**src/rtl/bitrev_frame_buffer.sv**
```systemverilog
// -----------------------------------------------------------------------------
// bitrev_frame_buffer
//
// Ping-pong frame buffer on the FFT input path. The block collects frames of
// N = 2**LOG2_N samples in natural order into one bank while the other bank
// is replayed in bit-reversed address order to the accumulation stage.
//
// Ports
//   clk        : system clock, rising edge
//   rst_n      : synchronous active-low reset
//   in_valid   : upstream sample valid
//   in_ready   : buffer can accept a sample this cycle (registered state only)
//   in_data    : input sample, DATA_W bits, two's complement
//   out_valid  : out_data / out_last / out_index hold a valid word
//   out_ready  : downstream accepts the output word
//   out_data   : reordered sample
//   out_last   : high on the final word of a frame
//   out_index  : natural-order index of out_data within its frame
//
// Parameters
//   DATA_W     : sample width
//   LOG2_N     : log2 of the frame length
//
// Build option
//   BITREV_HALFSCALE_EN : when defined, out_data is the stored sample shifted
//                         right by one (sign preserving) to give the
//                         accumulation stage a bit of headroom.
// -----------------------------------------------------------------------------
module bitrev_frame_buffer #(
    parameter int DATA_W = 16,
    parameter int LOG2_N = 4
) (
    input  logic              clk,
    input  logic              rst_n,
    input  logic              in_valid,
    output logic              in_ready,
    input  logic [DATA_W-1:0] in_data,
    output logic              out_valid,
    input  logic              out_ready,
    output logic [DATA_W-1:0] out_data,
    output logic              out_last,
    output logic [LOG2_N-1:0] out_index
);

    localparam int N = 1 << LOG2_N;
    localparam logic [LOG2_N-1:0] CNT_LAST = LOG2_N'(N - 1);

    typedef enum logic {
        IDLE,
        STREAM
    } state_t;

    // -------------------------------------------------------------------------
    // Helper functions
    // -------------------------------------------------------------------------
    function automatic logic [LOG2_N-1:0] bitrev(input logic [LOG2_N-1:0] a);
        logic [LOG2_N-1:0] r;
        r = '0;
        for (int b = 0; b < LOG2_N; b++) begin
            r[b] = a[LOG2_N-1-b];
        end
        return r;
    endfunction

    function automatic logic signed [DATA_W-1:0] scale(input logic signed [DATA_W-1:0] s);
`ifdef BITREV_HALFSCALE_EN
        return s >>> 1;
`else
        return s;
`endif
    endfunction

    // -------------------------------------------------------------------------
    // State
    // -------------------------------------------------------------------------
    logic signed [DATA_W-1:0] mem_q [2][N];

    logic [1:0]               full_q;
    logic [1:0]               full_d;
    logic                     wr_bank_q;
    logic                     rd_bank_q;
    logic [LOG2_N-1:0]        wr_cnt_q;
    logic [LOG2_N-1:0]        rd_cnt_q;
    state_t                   state_q;

    logic                     out_valid_q;
    logic signed [DATA_W-1:0] out_data_q;
    logic                     out_last_q;
    logic [LOG2_N-1:0]        out_index_q;

    // -------------------------------------------------------------------------
    // Handshake decode
    // -------------------------------------------------------------------------
    logic                     wr_acc;
    logic                     wr_last;
    logic                     rd_load;
    logic                     rd_last;
    logic [LOG2_N-1:0]        rd_addr;
    logic signed [DATA_W-1:0] rd_word;

    assign in_ready = !full_q[wr_bank_q];
    assign wr_acc   = in_valid && !full_q[wr_bank_q];
    assign wr_last  = wr_acc && (wr_cnt_q == CNT_LAST);

    // The output register is the only read stage; it refills whenever it is
    // empty or its current word is being taken this cycle.
    assign rd_load  = (state_q == STREAM) && (!out_valid_q || out_ready);
    assign rd_last  = rd_load && (rd_cnt_q == CNT_LAST);
    assign rd_addr  = bitrev(rd_cnt_q);
    assign rd_word  = mem_q[rd_bank_q][rd_addr];

    // The writer only ever completes a bank that is not full and the reader
    // only ever releases a bank that is full, so the two updates never target
    // the same flag and may both land on one edge.
    always_comb begin
        full_d = full_q;
        if (wr_last) begin
            full_d[wr_bank_q] = 1'b1;
        end
        if (rd_last) begin
            full_d[rd_bank_q] = 1'b0;
        end
    end

    // -------------------------------------------------------------------------
    // Sample storage (no reset: contents are don't-care until written)
    // -------------------------------------------------------------------------
    always_ff @(posedge clk) begin
        if (wr_acc) begin
            mem_q[wr_bank_q][wr_cnt_q] <= signed'(in_data);
        end
    end

    // -------------------------------------------------------------------------
    // Write pointer, bank flags, read state machine and output register
    // -------------------------------------------------------------------------
    always_ff @(posedge clk) begin
        if (!rst_n) begin
            full_q      <= 2'b00;
            wr_bank_q   <= 1'b0;
            rd_bank_q   <= 1'b0;
            wr_cnt_q    <= '0;
            rd_cnt_q    <= '0;
            state_q     <= IDLE;
            out_valid_q <= 1'b0;
            out_data_q  <= '0;
            out_last_q  <= 1'b0;
            out_index_q <= '0;
        end else begin
            full_q <= full_d;

            if (wr_acc) begin
                if (wr_last) begin
                    wr_bank_q <= !wr_bank_q;
                    wr_cnt_q  <= '0;
                end else begin
                    wr_cnt_q  <= wr_cnt_q + 1'b1;
                end
            end

            case (state_q)
                IDLE: begin
                    // A word left over from the previous frame may still be
                    // waiting for the downstream.
                    if (out_valid_q && out_ready) begin
                        out_valid_q <= 1'b0;
                    end
                    if (full_q[rd_bank_q]) begin
                        state_q <= STREAM;
                    end
                end
                STREAM: begin
                    if (rd_load) begin
                        out_valid_q <= 1'b1;
                        out_data_q  <= scale(rd_word);
                        out_index_q <= rd_addr;
                        out_last_q  <= (rd_cnt_q == CNT_LAST);
                        if (rd_last) begin
                            rd_bank_q <= !rd_bank_q;
                            rd_cnt_q  <= '0;
                            // Look at the next-state flag so a frame that
                            // completes on this same edge follows without a
                            // gap in out_valid.
                            if (!full_d[!rd_bank_q]) begin
                                state_q <= IDLE;
                            end
                        end else begin
                            rd_cnt_q <= rd_cnt_q + 1'b1;
                        end
                    end
                end
                default: begin
                    state_q <= IDLE;
                end
            endcase
        end
    end

    assign out_valid = out_valid_q;
    assign out_data  = out_data_q;
    assign out_last  = out_last_q;
    assign out_index = out_index_q;

endmodule

```
**config.mk**
```make
export PLATFORM = sky130hd
export DESIGN_NAME = bitrev_frame_buffer
export DESIGN_NICKNAME = d
export VERILOG_FILES = /design/src/rtl/bitrev_frame_buffer.sv
export SDC_FILE = /design/constraint.sdc
export NUM_CORES = 1
export LEC_CHECK = 0
export CAP_MARGIN = 10
export CORE_MARGIN = 5
export CORE_UTILIZATION = 51
export CTS_CLUSTER_SIZE = 25
export DETAILED_ROUTE_END_ITERATION = 10
export PLACE_DENSITY = 0.67
export SYNTH_ARGS = -nofsm -noshare
export SYNTH_HDL_FRONTEND = slang
export SYNTH_SLANG_ARGS = --single-unit
```
**constraint.sdc**
```tcl
create_clock -name clk -period 2.85 [get_ports clk]
set_input_delay 0.855 -clock clk [delete_from_list [all_inputs] [get_ports clk]]
set_output_delay 0.855 -clock clk [all_outputs]
set_load 0.1 [all_outputs]
```
Word level (Yosys, flattened, before mapping)

Memory sizes are Yosys's and may differ from the RTL's. A register that Yosys moved wholly into a read port is not among the register bits.
Cells that the tools add are included.

Add/sub/neg operators: 2
Magnitude comparators: 8
Equality and inequality tests: 4
Multiplexer cells: 31
Bitwise logic cells: 6
Reductions and logical operators: 17

Operators by type and width:

| cell                  | number |
|---|---|
| $mux W256             | 1 |
| $bmux W16 S4          | 1 |
| $demux W16 S4         | 1 |
| $mux W16              | 3 |
| $mux W1               | 17 |
| $ge A5 B5 Y1 const B  | 2 |
| $not A4 Y5            | 2 |
| $add A4 B1 Y4 const B | 2 |
| $eq A4 B4 Y1 const B  | 2 |
| $logic_and A1 B1 Y1   | 8 |
| $mux W4               | 2 |
| $lt A1 B2 Y1 const B  | 3 |
| $reduce_and A2 Y1     | 3 |
| $lt A5 B1 Y1 const B  | 1 |
| $logic_not A1 Y1      | 4 |
| $mux W2               | 2 |
| $pmux W1 S2           | 2 |
| $reduce_and A3 Y1     | 1 |
| $and A2 B2 Y2         | 1 |
| $demux W1 S1          | 2 |
| $ge A1 B1 Y1 const B  | 2 |
| $ne A2 B1 Y1 const B  | 1 |
| $ne A2 B2 Y1 const B  | 1 |
| $not A2 Y2            | 1 |
| other kinds (3)       | 3 |

Register bits after elaboration: 35
Memory bits (writable): 512
Word-level logic and storage cells: 79
Memories: 1

Memory list:

| memory | words | bits a word | read ports | clocked after memory_dff | wr ports | RTL line | RTL |
|---|---|---|---|---|---|---|---|
| mem_q  | 2     | 256         | 1          | 1                        | 1        | 76       | `logic signed [DATA_W-1:0] mem_q [2][N];` |

Logic depth before layout (Yosys ltp)

Word-level depth: 14
Mapped depth: 9

Worst setup path before layout

OpenSTA, ideal clock, no wires.

Path type: register -> register
Start point: register wr_bank_q
End point: memory mem_q[0][0] in the netlist's numbering (enable)
Library setup time: 392 ps
Arrival time: 3616 ps
Data required time: 2458 ps
Setup slack: -1157 ps
Stages on the path, launching flop included: 5
Clock period less this slack: 4007 ps
Path through: dfxtp_1 buf_2 mux2i_1 nand3_1 nor2_1

Cells in the longest elaborated chain, start to end: 6

RTL lines:

| item                            | RTL line | RTL |
|---|---|---|
| start: declaration              | 80       | `logic wr_bank_q;` |
| start signal: assignment        | 154      | `wr_bank_q <= !wr_bank_q;` |
| $mux W1 (2 in series)           | n/a      |  |
| $logic_not A1 Y1                | n/a      |  |
| named net in_ready              | 36       | `output logic in_ready,` |
| $logic_and A1 B1 Y1             | 102      | `assign wr_acc = in_valid && !full_q[wr_bank_q];` |
| $mux W1                         | 129      | `if (wr_acc) begin` |
| $mux W256 (implied by the code) | 130      | `mem_q[wr_bank_q][wr_cnt_q] <= signed'(in_data);` |
| end: declaration                | 76       |  |

The timed path passes the listed nets, and every way through them passes these cells. The select of a mux whose other input is x is not followed.

Final worst setup path

Start point: register wr_bank_q
End point: output port in_ready

Cells in the longest elaborated chain, start to end: 3

RTL lines:

| item                                        | RTL line | RTL |
|---|---|---|
| $mux W1 (implied by the code) (2 in series) | 101      | `assign in_ready = !full_q[wr_bank_q];` |
| $logic_not A1 Y1                            | 101      |  |
| end: declaration                            | 36       |  |

No other way between the ends. The select of a mux whose other input is x is not followed.

==> flow_summary.toml <==
[status]
outcome = "finished clean"

[clock_tree]
clock_path_buffers = 3
cts_tree = "yes"
clk_pin_slew_ns = 0.06
clock-sinks = 548
post_cts_buffers = 0
clk_latency_ns = 0.59
hold_buffers = 0
htreeDepth = 2
cts_buffers = 53
cts_resized = 0
cts-root-buf = "clkbuf_16"

[sta]
fmax_mhz = 379
maxSlewViolCount = 0
finalSetupTns_ns = 0
tightest_slew_ns = 0.687
rsz0062_at_grt = "false"
finalSetupViolations = 0
slew_headroom = 0.542
fin_crit_sh = 0.925
hold_ws_ns = 0.469
hold_viol_final = 0
fin_skew_ns = 0.0172
fin_crit_ns = 2.64

[placed_design]
placed_area_um2 = 22900
dp.cells = 1659
gp_congestion = 0.831
numPortBuffers = 42
post-dp-hpwl_um = 30000

[global_route]
grtUsageMet1 = 0.331
track_usage = 0.217
met2_usage = 0.328
met3_usage = 0.0516
grt_busiest_layer = "met1"
antenna_found_initial = 1
grt_pass1_wl_um = 71500
grt_max_degree = 61
grt-ovfl-total = 0
grt_pass1_vias = 10400

[logic_synthesis]
synth_common_cells = "edfxtp_1 (512), mux4_2 (92), nand2_1 (56), mux2_2 (47), nor2_1 (46)"
yosysWarnings = 0
synthTopCellsByArea = "edfxtp_1 (73%), mux4_2 (9.8%), dfxtp_1 (3.4%)"
synthesis.nets = 1068
ys_async_sr_fraction = 0
synth-simple-area-share = 0.0310
muxShareOfSynthArea = 0.154
ys_seq_area_frac = 0.760
yosys.area_share.adder = 0.00296
synth_compound_area_frac = 0.0306
postSynthAreaPerCell_um2 = 20.3
syn_inst = 1043
post-synth-top-count-cell = "edfxtp_1"
synth_area_um2 = 21200
synth_edf_count = 512
yosysTopAreaCellShare = 0.726
synth_top_cell_by_area = "edfxtp_1"
yosysUniqueCellTypes = 43
yosys_most_used_dff = "edfxtp_1"
synth_top_family_by_area = "multiplexers"
synthXorXnorAreaFrac = 0.00290
synth-seq-cells = 548

[pwr]
p_switching_mw = 3.14
pwr-share-comb = 0.021
p_int_mw = 13.2
clock_power_share = 0.439
vdd_drop_max_uv = 447
p_leak_nw = 7.76
p_sw_frac = 0.192
power_density_nw_per_um2 = 664
total_power_mw = 16.4
power_frac_seq = 0.540

[final_layout]
finalNonFillerCells = 1758
drive_gt1_frac = 0.291
design_area_um2 = 24700
final_net_count = 1207
syn2layout_area_growth_pct = 16.5
antenna_cells = 0

[die]
start_util = 0.517
die_h_um = 214
num_rows = 74
die_x_um = 214
coreArea_um2 = 40900
num_io_pins = 43
dieArea_um2 = 45700

[critical_path]
worstPathMaxFanout = 10
endpoint = "in_ready"
cp_cell_sequence = "mux2i_4, buf_12"
startpoint = "wr_bank_q"
required_ns = 2.00
r2r-end = "out_data[14]"
cp-start-kind = "register"
critPathTopFamily = "flip-flops"
crit_buf_inv = 1
worst_path_max_delay_cell = "dfxtp_1"
reg2reg_slack_ns = 0.38
cp_slowest_stage_delay_ns = 0.57
cp.arrival_ns = 1.78
rr_worst_depth = 6
crit_cells = 2
end_kind = "output pin"
path_class = "register to output pin"

[detailed_routing]
via_count = 10700
wl_um = 48400
first_iter_violations = 1304
final_antenna_net_count = 0
route.detailed.drc = 0
routedWlPerCell_um = 27.6
viasPerCell = 6.06
first_pass_iters = 5

[run]
max_cap_violations = 0

[worst_hold_path]
hold_class = "register to register"
## final cells by class
| type | count | area [um^2] |
|---|---|---|
| Inverter | 7 | 26.3 |
| Fill cell | 2886 | 16300 |
| Multi-Input combinational cell | 434 | 4700 |
| Clock buffer | 67 | 1480 |
| Tap cell | 532 | 666 |
| Sequential cell | 548 | 16100 |
| Timing Repair Buffer | 138 | 1360 |
| Clock inverter | 32 | 332 |
## power by group through the flow
stage                     clock, mW  sequential, mW  combinational (mW)
after floorplan                   0            9.02              0.0891
after global placement            0            9.01               0.337
after detailed placement          0            9.02               0.346
after CTS                      7.29            8.85               0.346
after global routing           7.67            8.84               0.367
final                          7.18            8.85               0.346
## metrics by stage
stage | util | setup WS, ns
after floorplan | - | -0.0149
after global placement | 0.558 | 0.194
after detailed placement | 0.558 | 0.112
after CTS | 0.603 | 0.195
after global routing | 0.603 | 0.129
final | 0.603 | 0.213
## worst min path at each step
stage | start | endpoint | slack, ns | cells past startpoint
floorplan | state_q | out_valid | 0.48 | 2
global placement | out_index[1] | out_index[1] | 0.45 | 2
detailed placement | out_index[0] | out_index[0] | 0.46 | 2
CTS | out_index[0] | out_index[0] | 0.47 | 2
global route | out_index[1] | out_index[1] | 0.50 | 2
finish | out_index[1] | out_index[1] | 0.47 | 2
## placed cells by master (no fill, tap or decap), drive strengths merged, types with 3 or more instances in the layout
master,netlist,final
mux4,108,108
inv,7,8
xnor2,3,3
clkbuf,19,67
dfxtp,36,36
nand3b,3,3
ha,5,5
edfxtp,512,512
xor2,4,4
clkinv,0,23
nand3,5,5
nor3,3,3
nand4,4,4
o22ai,32,32
nand2b,4,4
nor2,46,46
and2,3,3
nor2b,12,12
buf,34,119
a31oi,11,11
a21oi,9,9
a221oi,9,9
a22oi,9,9
bufinv,0,7
mux2i,23,23
clkdlybuf4s50,0,19
a41oi,7,7
o21ai,17,17
and3,3,3
nand2,57,57
mux2,47,47
## worst register-to-register path, delay by kind of cell, from the launching register on
| kind | cells | cell delay [ns] |
|---|---|---|
| buffers and inverters | 1 | 0.33 |
| AO/OA/AOI/OAI | 2 | 0.36 |
| flip-flops | 1 | 0.61 |
| AND/OR/NAND/NOR | 1 | 0.13 |
| multiplexers | 2 | 0.91 |
## state kept, by name (all words and copies together) (netlist names), named ones only
register	flops
full_q	2
mem_q	512
out_data	16
out_index	4
out_last	1
out_valid	1
rd_bank_q	1
rd_cnt_q	4
state_q	1
wr_bank_q	1
wr_cnt_q	4
## metal layers
metal  wire length (um)  up-vias  share of wire
met1              20300     5518           0.42
met4                843        0          0.017
met5                  0        -              0
li1                   -     4564              -
met3               4790       57          0.099
met2              22500      521           0.46
## kinds of logic after synthesis
| kind of cell | count (synthesis) |
|---|---|
| AO/OA/AOI/OAI | 98 |
| XOR/XNOR | 7 |
| adder cells (fa/ha/maj) | 5 |
| buffers and inverters | 61 |
| flip-flops | 548 |
| multiplexers | 178 |
| AND/OR/NAND/NOR | 146 |
No activity file was read; power rests on OpenSTA's default activity.
